$ cat src/rtl/nvram_upload_responder.sv
// ---------------------------------------------------------------------------
// nvram_upload_responder
//
// Serves HPS NVRAM/hiscore uploads (core -> SD card). When an upload for
// UPLOAD_INDEX starts, the block first pauses the game CPU. It then waits for
// the pause to settle. After that it answers each one-cycle ioctl_rd strobe
// by reading one byte from a window of game RAM. The byte is returned on
// ioctl_din, and ioctl_wait is held high until that byte is valid.
//
// Ports:
//   clk_sys       in   system clock
//   reset         in   synchronous, active-high reset
//   ioctl_upload  in   HPS upload in progress
//   ioctl_index   in   upload target index
//   ioctl_rd      in   one-cycle byte read strobe from HPS
//   ioctl_addr    in   byte offset of the current read
//   ioctl_din     out  byte returned to HPS
//   ioctl_wait    out  high while ioctl_din is not yet valid
//   pause_req     out  request to halt the game CPU
//   paused        in   CPU-halted acknowledge
//   ram_addr      out  game RAM read address
//   ram_rd        out  one-cycle game RAM read enable
//   ram_data      in   game RAM read data (valid RAM_LAT cycles after ram_rd)
//   active        out  high whenever the block is not idle
// ---------------------------------------------------------------------------
module nvram_upload_responder #(
  parameter int unsigned              ADDR_W       = 16,
  parameter logic [ADDR_W-1:0]        BASE         = 16'h8000,
  parameter int unsigned              LEN          = 1024,
  parameter logic [7:0]               UPLOAD_INDEX = 8'd4,
  parameter int unsigned              RAM_LAT      = 1,
  parameter int unsigned              SETTLE       = 4
) (
  input  logic              clk_sys,
  input  logic              reset,
  input  logic              ioctl_upload,
  input  logic [7:0]        ioctl_index,
  input  logic              ioctl_rd,
  input  logic [24:0]       ioctl_addr,
  output logic [7:0]        ioctl_din,
  output logic              ioctl_wait,
  output logic              pause_req,
  input  logic              paused,
  output logic [ADDR_W-1:0] ram_addr,
  output logic              ram_rd,
  input  logic [7:0]        ram_data,
  output logic              active
);

  typedef enum logic [2:0] {
    S_IDLE,
    S_PAUSE_WAIT,
    S_READY,
    S_READ,
    S_ZERO
  } state_t;

  localparam logic [24:0] LEN_W    = 25'(LEN);
  localparam logic [4:0]  SETTLE_W = 5'(SETTLE);
  localparam logic [2:0]  LAT_W    = 3'(RAM_LAT);

  state_t            state_q;
  logic              upload_prev_q;
  logic [3:0]        settle_q;
  logic [2:0]        lat_q;
  logic [7:0]        din_q;
  logic              wait_q;
  logic              pause_req_q;
  logic [ADDR_W-1:0] ram_addr_q;
  logic              ram_rd_q;
  logic              active_q;

  logic              upload_rise;
  logic              settle_done;
  logic [4:0]        settle_inc;

  assign upload_rise = ioctl_upload && !upload_prev_q;

  // The settle counter counts edges that see paused high. The wait is over
  // once SETTLE such edges have been seen, measured from the paused rise.
  // SETTLE=0 releases on the first edge that sees paused.
  assign settle_inc  = {1'b0, settle_q} + 5'd1;
  assign settle_done = (settle_inc >= SETTLE_W);

  always_ff @(posedge clk_sys) begin
    if (reset) begin
      state_q       <= S_IDLE;
      upload_prev_q <= 1'b0;
      settle_q      <= '0;
      lat_q         <= '0;
      din_q         <= 8'h00;
      wait_q        <= 1'b0;
      pause_req_q   <= 1'b0;
      ram_addr_q    <= '0;
      ram_rd_q      <= 1'b0;
      active_q      <= 1'b0;
    end else begin
      upload_prev_q <= ioctl_upload;

      if (state_q != S_IDLE && !ioctl_upload) begin
        // Upload ended. This beats everything else, including a pending
        // strobe or a read completing on this edge. ioctl_din is kept.
        state_q     <= S_IDLE;
        pause_req_q <= 1'b0;
        ram_rd_q    <= 1'b0;
        wait_q      <= 1'b0;
        active_q    <= 1'b0;
      end else begin
        case (state_q)
          S_IDLE: begin
            if (upload_rise && ioctl_index == UPLOAD_INDEX) begin
              pause_req_q <= 1'b1;
              wait_q      <= 1'b1;
              active_q    <= 1'b1;
              settle_q    <= '0;
              state_q     <= S_PAUSE_WAIT;
            end
          end

          S_PAUSE_WAIT: begin
            if (!paused) begin
              settle_q <= '0;
            end else if (settle_done) begin
              wait_q  <= 1'b0;
              state_q <= S_READY;
            end else begin
              settle_q <= settle_q + 4'd1;
            end
          end

          S_READY: begin
            if (!paused) begin
              // The CPU resumed under us. Hold the HPS off until it is
              // halted and settled again.
              wait_q   <= 1'b1;
              settle_q <= '0;
              state_q  <= S_PAUSE_WAIT;
            end else if (ioctl_rd) begin
              wait_q <= 1'b1;
              if (ioctl_addr < LEN_W) begin
                ram_addr_q <= BASE + ioctl_addr[ADDR_W-1:0];
                ram_rd_q   <= 1'b1;
                lat_q      <= LAT_W;
                state_q    <= S_READ;
              end else begin
                din_q   <= 8'h00;
                state_q <= S_ZERO;
              end
            end
          end

          S_READ: begin
            ram_rd_q <= 1'b0;
            if (lat_q == 3'd0) begin
              din_q   <= ram_data;
              wait_q  <= 1'b0;
              state_q <= S_READY;
            end else begin
              lat_q <= lat_q - 3'd1;
            end
          end

          S_ZERO: begin
            wait_q  <= 1'b0;
            state_q <= S_READY;
          end

          default: begin
            state_q     <= S_IDLE;
            pause_req_q <= 1'b0;
            ram_rd_q    <= 1'b0;
            wait_q      <= 1'b0;
            active_q    <= 1'b0;
          end
        endcase
      end
    end
  end

  assign ioctl_din  = din_q;
  assign ioctl_wait = wait_q;
  assign pause_req  = pause_req_q;
  assign ram_addr   = ram_addr_q;
  assign ram_rd     = ram_rd_q;
  assign active     = active_q;

endmodule

$ cat config.mk
export PLATFORM = sky130hd
export DESIGN_NAME = nvram_upload_responder
export DESIGN_NICKNAME = d
export VERILOG_FILES = /design/src/rtl/nvram_upload_responder.sv
export SDC_FILE = /design/constraint.sdc
export NUM_CORES = 1
export LEC_CHECK = 0
export CAP_MARGIN = 20
export CORE_UTILIZATION = 47
export CTS_BUF_LIST = sky130_fd_sc_hd__clkbuf_8
export CTS_CLUSTER_SIZE = 16
export DETAILED_ROUTE_END_ITERATION = 10
export PLACE_DENSITY = 0.86
export SLEW_MARGIN = 20
export SYNTH_ARGS = -nofsm -noshare
export SYNTH_HDL_FRONTEND = slang
export SYNTH_SLANG_ARGS = --single-unit
$ cat constraint.sdc
create_clock -name clk_sys -period 4.45 [get_ports clk_sys]
set_input_delay 0.6675 -clock clk_sys [delete_from_list [all_inputs] [get_ports clk_sys]]
set_output_delay 0.6675 -clock clk_sys [all_outputs]
set_load 0.03 [all_outputs]
==> results.json, run 1 <==
{
  "status": "complete, no violations",
  "arrival_ps": 2680,
  "clock_latency_ps": 280,
  "netlist_top_cells_area": "dfxtp_1 (45%), mux2i_1 (7.7%), a22o_1 (4.6%), nor2_1 (4.6%), nand2_1 (4.0%)",
  "synth_xor_area_frac": 0,
  "htreeDepth": 2,
  "cts_buffers": 5,
  "synth_cell_types": 46,
  "gp_congestion": 0.8877,
  "rr_worst_depth": 6,
  "cts_hold_buf": 0,
  "syn_avg_cell_area_um2": 9.374,
  "synth_nets": 231,
  "cts_root_buf": "clkbuf_8",
  "hold-path-cell-count": 1,
  "synth_compound_area_frac": 0.1615,
  "finalMaxSlewViolations": 0,
  "tns_ps": 0,
  "min_path_type": "flip-flop to flip-flop",
  "fin_area_um2": 2534,
  "worstReg2RegEnd": "settle_q[2]$_SDFFE_PP0P_",
  "cts_buffer_depth": 2,
  "synth.top_cell.area_share": 0.4484,
  "startpoint_type": "primary input",
  "cts_setup_buffers": 0,
  "reg2reg_slack_ps": 2520,
  "drt_wl_total_um": 3859,
  "dp_hpwl_um": 2904,
  "critPathKind": "primary input to flip-flop",
  "synth.most_common_cell": "dfxtp_1",
  "ys_ff_latch": 38,
  "rr_startpoint": "settle_q[0]$_SDFFE_PP0P_",
  "firstDrtPassIters": 4,
  "pre_cts_ws_ps": 1683,
  "grt_max_degree": 24,
  "powerDensity_nw_per_um2": 254.9,
  "cp-end-kind": "flip-flop",
  "synth-simple-area-share": 0.2330,
  "crit_fanout": 9,
  "skew_ps": 6.415,
  "gr-total-overflow": 0,
  "grt_util_all_layers": 0.2146,
  "syn_area_um2": 1697,
  "whs_endpoint": "ram_addr[11]$_SDFFE_PP0P_",
  "synth_edf_count": 0,
  "synth_top_area_cell": "dfxtp_1",
  "yosys_warnings": 0,
  "synthMuxAreaShare": 0.07670,
  "drive_gt1_frac": 0.07087,
  "cts_tree": "done",
  "grt_antenna_before_repair": 0,
  "die_area_um2": 3854,
  "setup_viol": 0,
  "tightest_slew_ps": 859.2,
  "grt_first_pass_wirelength_um": 5982,
  "start_util": 0.5006,
  "die_w_um": 62.08,
  "vias": 1528,
  "instances_no_fill": 300,
  "antenna-diode-count": 0,
  "rsz0062_at_grt": "false",
  "seq_area_frac_synth": 0.4484,
  "avgRoutedWirePerCell_um": 12.86,
  "rows": 21,
  "core_um2": 3390,
  "dpl_cell_area_um2": 2442,
  "hp-start": "ram_addr[11]$_SDFFE_PP0P_",
  "clkSinkCount": 38,
  "maxSlewHeadroom": 0.4254,
  "setup_ws_ps": 1978,
  "dp.cells": 292,
  "drt_iter0_drc": 42,
  "async_flop_share": 0,
  "ys.flop_type": "dfxtp_1",
  "fillCellCount": 266,
  "fin_nets": 303,
  "ioPinCount": 74,
  "yosys.area_share.adder": 0.03540,
  "drcViolationCount": 0,
  "clk_pin_slew_worst_paths_ps": 80,
  "area.growth.synth_to_final_pct": 49.34,
  "grt_pass1_vias": 1421,
  "postRouteAntennaNets": 0,
  "via_per_inst": 5.093,
  "drv_cap": 0,
  "synth_top_family_by_area": "simple AND/OR/NAND/NOR gates",
  "synth_common_cells": "dfxtp_1 (38), nor2_1 (21), nand2_1 (18)",
  "required_ps": 4650,
  "cts_resized": 0,
  "p_leak_nw": 0.9547,
  "die_h_um": 62.08,
  "fin_crit_sh": 0.5555,
  "syn_inst": 181,
  "hold_ws_ps": 460.8,
  "fmax_mhz": 404.6,
  "min_period_ps": 2472,
  "hold_viol": 0,
  "max-vdd-ir-drop_v": 0.0001927,
  "portBuffers": 73
}
==> state kept, by name, indices dropped and copies added, names as in the netlist, 3 cells and up <==
signal	count
ram_addr	16
settle_q	4
state_q	3
lat_q	3
ioctl_din	8
==> kinds of logic after synthesis <==
| group | after synthesis |
|---|---|
| AO/OA/AOI/OAI | 35 |
| buffers and inverters | 17 |
| multiplexers | 13 |
| adder cells (fa/ha/maj) | 5 |
| AND/OR/NAND/NOR | 73 |
| flip-flops | 38 |
==> stage by stage <==
stage,util,power (mW)
floorplan,-,0.3679
global placement,0.7206,0.4142
detailed placement,0.7206,0.4157
CTS,0.7475,0.6504
global route,0.7475,0.6706
finish,0.7475,0.6459
==> cells in the final DEF, fill, tap and decap left out, types with 2 or more instances in the layout <==
cell type        count
mux2i_1             13
ha_1                 4
clkdlybuf4s50_1     73
clkbuf_8             6
a31oi_1              2
nor2_1              21
nand2_1             18
and3_1               2
or3_1                2
inv_1               10
o21ai_0              5
a21oi_1              6
nor4_1               4
and2_1               6
nor3_1               4
dfxtp_1             38
nor2b_1              4
a22o_1               9
==> report_power, final <==
group          internal, mW  switching [mW]
Sequential            0.341         0.00109
Combinational        0.0430          0.0222
Clock                 0.123           0.116
==> metal layers <==
layer,GRT usage,part of all wire
met2,0.3769,0.50
met5,0,0
met4,0.07937,0.0080
met3,0.06004,0.044
met1,0.2471,0.45
==> how the worst max path moves through the flow <==
| stage | from | endpoint | slack [ps] | cells past startpoint |
|---|---|---|---|---|
| 2_1_floorplan | ioctl_addr[10] | ram_addr[1]$_SDFFE_PP0P_ | 2380 | 8 |
| 3_3_place_gp | ioctl_upload | settle_q[2]$_SDFFE_PP0P_ | 1720 | 6 |
| 3_5_place_dp | ioctl_upload | settle_q[2]$_SDFFE_PP0P_ | 1680 | 6 |
| 4_1_cts | ioctl_upload | settle_q[2]$_SDFFE_PP0P_ | 1960 | 6 |
| 5_1_grt | ioctl_upload | settle_q[2]$_SDFFE_PP0P_ | 1860 | 6 |
| 6_report | ioctl_upload | settle_q[2]$_SDFFE_PP0P_ | 1980 | 6 |
==> area by class of cell <==
class	instances	area (um2)	area share
Multi-Input combinational cell	126	859.6	0.3393
Sequential cell	38	760.7	0.3002
Inverter	9	33.78	0.01333
Clock inverter	2	8.758	0.003457
Tap cell	46	57.56	0.02272
Timing Repair Buffer	73	730.7	0.2884
Clock buffer	6	82.58	0.03259
==> worst max-delay path, cell delays in order <==
cell and delay, ps:
clkdlybuf4s50_1 660, nor4b_2 280, and4b_2 300, o22ai_2 130
or4_1 490, a21oi_1 150
Power figures use the tool's default switching activity.
==> run 2: changes to the inputs <==
Settings changed: CORE_UTILIZATION 47 to 43, PLACE_DENSITY 0.86 to 0.8.
Clock period 4.45 ns to 2.35 ns, I/O delays scaled along.
==> run 2 against run 1 <==
Worst setup slack got worse by 1600 ps. Die area increased by 9.0%. Clock power increased by 96%. Via count increased by 4.7%. Critical endpoint is now ioctl_din[3]$_SDFFE_PP0P_.
==> results.json, run 2 (synthesis results as in run 1) <==
{
  "status": "complete, no violations",
  "clk_pin_slew_worst_paths_ps": 80,
  "drt_wl_total_um": 4066,
  "die_h_um": 64.82,
  "powerDensity_nw_per_um2": 479.4,
  "die_area_um2": 4201,
  "drcViolationCount": 0,
  "mostFrequentLayoutCells": "clkdlybuf4s50_1 (73), dfxtp_1 (38), nor2_1 (21)",
  "instances_no_fill": 308,
  "final-seq-area_um2": 760.7,
  "slowest_stage": "a41oi_2",
  "fmax_mhz": 509.0,
  "start_util": 0.4566,
  "critPathMaxStageDelay_ps": 420,
  "arrival_ps": 2200,
  "clock_latency_ps": 290,
  "required_ps": 2580,
  "crit_fanout": 8,
  "grt-busiest-layer": "met2",
  "cts_root_buf": "clkbuf_8",
  "rsz0062_at_grt": "false",
  "postRouteAntennaNets": 0,
  "portBuffers": 73,
  "grt_first_pass_wirelength_um": 6596,
  "grt_pass1_vias": 1471,
  "p_leak_nw": 0.9823,
  "grtUsageMet3": 0.05986,
  "rr_worst_depth": 6,
  "fin_area_um2": 2597,
  "dpl_cell_area_um2": 2502,
  "clkSinkCount": 38,
  "maxSlewHeadroom": 0.7073,
  "cts_tree": "done",
  "cts_setup_buffers": 0,
  "fillCellCount": 309,
  "cts_buffers": 5,
  "grt_antenna_before_repair": 0,
  "cts_buffer_depth": 2,
  "grtUsageMet1": 0.2495,
  "gr-total-overflow": 0,
  "tns_ps": 0,
  "ioPinCount": 74,
  "cp-end-kind": "flip-flop",
  "min_path_type": "flip-flop to flip-flop",
  "drv_cap": 0,
  "hold-path-cell-count": 2,
  "critPathKind": "primary input to flip-flop",
  "area.growth.synth_to_final_pct": 53.10,
  "tightest_slew_ps": 439.0,
  "grt_max_degree": 23,
  "die_w_um": 64.82,
  "gp_congestion": 0.8298,
  "htreeDepth": 2,
  "rows": 22,
  "setup_viol": 0,
  "cts_resized": 0,
  "drive_gt1_frac": 0.09615,
  "largest_reg_flops": 16,
  "dp_hpwl_um": 2921,
  "dp.cells": 300,
  "via_per_inst": 5.195,
  "drt_iter0_drc": 64,
  "max-vdd-ir-drop_v": 0.0003745,
  "grt_util_all_layers": 0.2056,
  "firstDrtPassIters": 4,
  "grt_util_met2": 0.3398,
  "cts_hold_buf": 0,
  "layout_commonest_cell": "clkdlybuf4s50_1",
  "core_um2": 3716,
  "hold_viol": 0,
  "min_period_ps": 1965,
  "multi_input_area_um2": 859.6,
  "path_cells": "clkdlybuf4s50_1 > nor4_1 > and4_1 > o21ai_0 > a41oi_2 > a22o_1",
  "vias": 1600,
  "fin_crit_sh": 0.8360,
  "fin_nets": 309,
  "antenna-diode-count": 0,
  "finalMaxSlewViolations": 0,
  "avgRoutedWirePerCell_um": 13.20,
  "skew_ps": 5.109,
  "startpoint_type": "primary input",
  "power_mw": 1.245
}
-- run 2: cell types whose count changed in the layout (fill, tap and decap cells not counted) --
cell	delta
buf_12	+1
clkinvlp_4	+1
inv_1	-1
buf_4	+5
-- run 2: power by group --
| part | switching, mW | internal [mW] |
|---|---|---|
| Sequential | 0.00229 | 0.646 |
| Clock | 0.231 | 0.236 |
| Combinational | 0.0439 | 0.0858 |
-- run 2: area by class of cell --
cell class                      instances  area share
Multi-Input combinational cell        126      0.3309
Timing Repair Buffer                   79      0.3035
Sequential cell                        38      0.2929
Clock buffer                            6     0.03179
Tap cell                               48     0.02312
Inverter                                9     0.01301
Clock inverter                          2    0.004817
-- run 2: stage by stage --
stage | setup slack (ps) | utilization | hold slack [ps]
after global placement | 122.7 | 0.6734 | 442.5
final | 385.5 | 0.6990 | 459.5
after CTS | 385.3 | 0.6990 | 465.4
after floorplan | 579.7 | - | 451.4
after detailed placement | 120.0 | 0.6734 | 443.1
after global routing | 240.1 | 0.6990 | 485.8
-- run 2: worst paths after layout --
kind,startpoint,endpoint,slack (ps)
min reg2reg,ioctl_wait$_SDFFE_PP0P_,ioctl_wait$_SDFFE_PP0P_,460
max,ioctl_addr[21],ioctl_din[3]$_SDFFE_PP0P_,390
max reg2reg,settle_q[0]$_SDFFE_PP0P_,settle_q[2]$_SDFFE_PP0P_,450
min,ioctl_wait$_SDFFE_PP0P_,ioctl_wait$_SDFFE_PP0P_,460
-- run 2: per-layer routing --
layer | routed length (um) | vias to the layer above
li1 | - | 796
met2 | 1942 | 59
met3 | 284 | 6
met1 | 1791 | 739
met4 | 48 | 0
met5 | 0 | -
-- run 2: critical path: cells and delay by family --
family                 cells  cell delay (ps)
buffers and inverters      1              400
AOI/OAI and AO/OA          3              800
and+or+nand+nor            2              640
==> run 3: changes to the inputs <==
Settings changed: CORE_UTILIZATION 43 to 39, PLACE_DENSITY 0.8 to 0.76.
Clock period 2.35 ns to 1.61 ns, I/O delays scaled along.
==> run 3 against run 2 <==
The flow now finishes with violations (setup timing). Global-route usage up 0.13 points. Worst setup slack got worse by 570 ps. Clock skew shrank 3.7 ps. Combinational power grew 51%. Via count rose by 8.4%. Sequential cell count unchanged. Clock power up 44%. Clock-buffer cell count did not move. Die area increased by 9.9%. Utilization is 3.0 points higher. Final cell count is 8.8% higher. Critical path type is now flip-flop to flip-flop. Largest cell class is now non-clock buffers. Highest routed layer unchanged.
==> results.json, run 3 (synthesis results as in run 1) <==
{
  "status": "complete, but fails checks",
  "violations": "setup timing",
  "required_ps": 1840,
  "critPathBufInv": 0,
  "arrival_ps": 2030,
  "min_path_type": "primary input to flip-flop",
  "p_switching_uw": 406.6,
  "core_um2": 4086,
  "antenna-diode-count": 0,
  "crit_fanout": 5,
  "maxSlewHeadroom": 0.7658,
  "slowest_stage": "or4_4",
  "tns_ps": -629.2,
  "crit_family": "compound AO/OA/AOI/OAI gates",
  "cts_buffer_depth": 2,
  "startpoint_type": "flip-flop",
  "gr-total-overflow": 0,
  "largest_reg_flops": 16,
  "drt_wl_total_um": 4726,
  "p_int_mw": 1.409,
  "tightest_slew_ps": 350.2,
  "grt_pass1_vias": 1610,
  "grt_max_degree": 13,
  "cts_buffers": 5,
  "fin_area_um2": 2978,
  "multi_input_area_um2": 1007,
  "powerDensity_nw_per_um2": 609.7,
  "instances_no_fill": 335,
  "start_util": 0.4152,
  "grt_first_pass_wirelength_um": 7079,
  "critPathMaxStageDelay_ps": 480,
  "grt_util_all_layers": 0.2069,
  "drv_cap": 0,
  "cts_hold_buf": 0,
  "cts_tree": "done",
  "via_per_inst": 5.179,
  "route.met2.wl_um": 2522,
  "drcViolationCount": 0,
  "finalMaxSlewViolations": 0,
  "die_w_um": 67.96,
  "ioPinCount": 74,
  "layout_commonest_cell": "clkdlybuf4s50_1",
  "p_clk_frac": 0.371,
  "postRouteAntennaNets": 0,
  "fin_nets": 334,
  "vias": 1735,
  "clock_latency_ps": 280,
  "fillCellCount": 295,
  "switching_share": 0.2240,
  "dp.cells": 321,
  "drive_gt1_frac": 0.3053,
  "firstDrtPassIters": 5,
  "m1WireLength_um": 1862,
  "setup_ws_ps": -188.1,
  "rsz0062_at_grt": "true",
  "htreeDepth": 2,
  "fin_crit_sh": 1.117,
  "portBuffers": 73,
  "combPwrFrac": 0.108,
  "final-seq-area_um2": 769.5,
  "fmax_mhz": 556.2,
  "avgRoutedWirePerCell_um": 14.11,
  "wl_met3_um": 292,
  "max-vdd-ir-drop_v": 0.0005374,
  "hold_ws_ps": 436.7,
  "clk_pin_slew_worst_paths_ps": 70,
  "highest_layer": "met4",
  "cts_root_buf": "clkbuf_8",
  "seqPwrFrac": 0.521,
  "die_area_um2": 4618,
  "drt_iter0_drc": 105,
  "mostFrequentLayoutCells": "clkdlybuf4s50_1 (54), dfxtp_1 (31), buf_4 (26)",
  "dp_hpwl_um": 3238,
  "cp-end-kind": "flip-flop",
  "min_period_ps": 1798,
  "grt_antenna_before_repair": 0,
  "dpl_cell_area_um2": 2656,
  "clkSinkCount": 38,
  "setup_viol": 6,
  "skew_ps": 1.381,
  "gp_congestion": 0.8324,
  "p_leak_nw": 1.240,
  "critPathKind": "flip-flop to flip-flop",
  "path_cells": "ha_2 > a211o_1 > a21boi_2 > o22ai_4 > or4_4 > a21oi_2",
  "die_h_um": 67.96,
  "hold_viol": 0,
  "power_mw": 1.815,
  "area.growth.synth_to_final_pct": 75.52,
  "rows": 23
}
## run 3: repair_timing
action | CTS | global route
pin swaps | 13 | 15
gates resized for setup | 30 | 36
setup buffers | 3 | 3
endpoints found under the setup margin | 26 | 35
cloned | 1 | 0
## run 3: layout make-up
class	instances	area share
Timing Repair Buffer	104	0.3391
Clock inverter	2	0.004202
Inverter	9	0.01134
Multi-Input combinational cell	126	0.3382
Sequential cell	38	0.2584
Clock buffer	6	0.02773
Tap cell	50	0.02101
## run 3: power by group through the flow
stage / Combinational (mW) / Clock, mW / Sequential [mW]
finish: 0.196 / 0.674 / 0.946
global route: 0.209 / 0.737 / 0.946
CTS: 0.189 / 0.694 / 0.946
detailed placement: 0.196 / 0 / 0.968
global placement: 0.195 / 0 / 0.968
floorplan: 0.0443 / 0 / 0.973
## run 3: metal layers
layer  vias to the layer above  track usage
li1                        850            -
met2                        57       0.3762
met4                         0      0.07292
met1                       822       0.2250
met5                         -            0
met3                         6      0.06000
## run 3: path summary, 6_finish.rpt
path | endpoint | slack, ps | cells after the start | startpoint
worst max-delay path | settle_q[2]$_SDFFE_PP0P_ | -190 | 6 | settle_q[0]$_SDFFE_PP0P_
worst min register to register | ioctl_wait$_SDFFE_PP0P_ | 460 | 2 | ioctl_wait$_SDFFE_PP0P_
worst max register to register | settle_q[2]$_SDFFE_PP0P_ | -190 | 6 | settle_q[0]$_SDFFE_PP0P_
worst min-delay path | state_q[2]$_SDFFE_PP0P_ | 440 | 4 | paused
## run 3: through the flow
step,utilization,setup slack (ps)
after global routing,0.7287,-257.2
after floorplan,-,-70.29
after CTS,0.6972,-186.0
after detailed placement,0.6500,-453.6
after global placement,0.6500,-397.6
final,0.7287,-188.1
## run 3: worst reg2reg max path, cell delays in order (launching register included)
cell,delay [ps]
dfxtp_2,340
ha_2,170
a211o_1,330
a21boi_2,200
o22ai_4,100
or4_4,480
a21oi_2,120
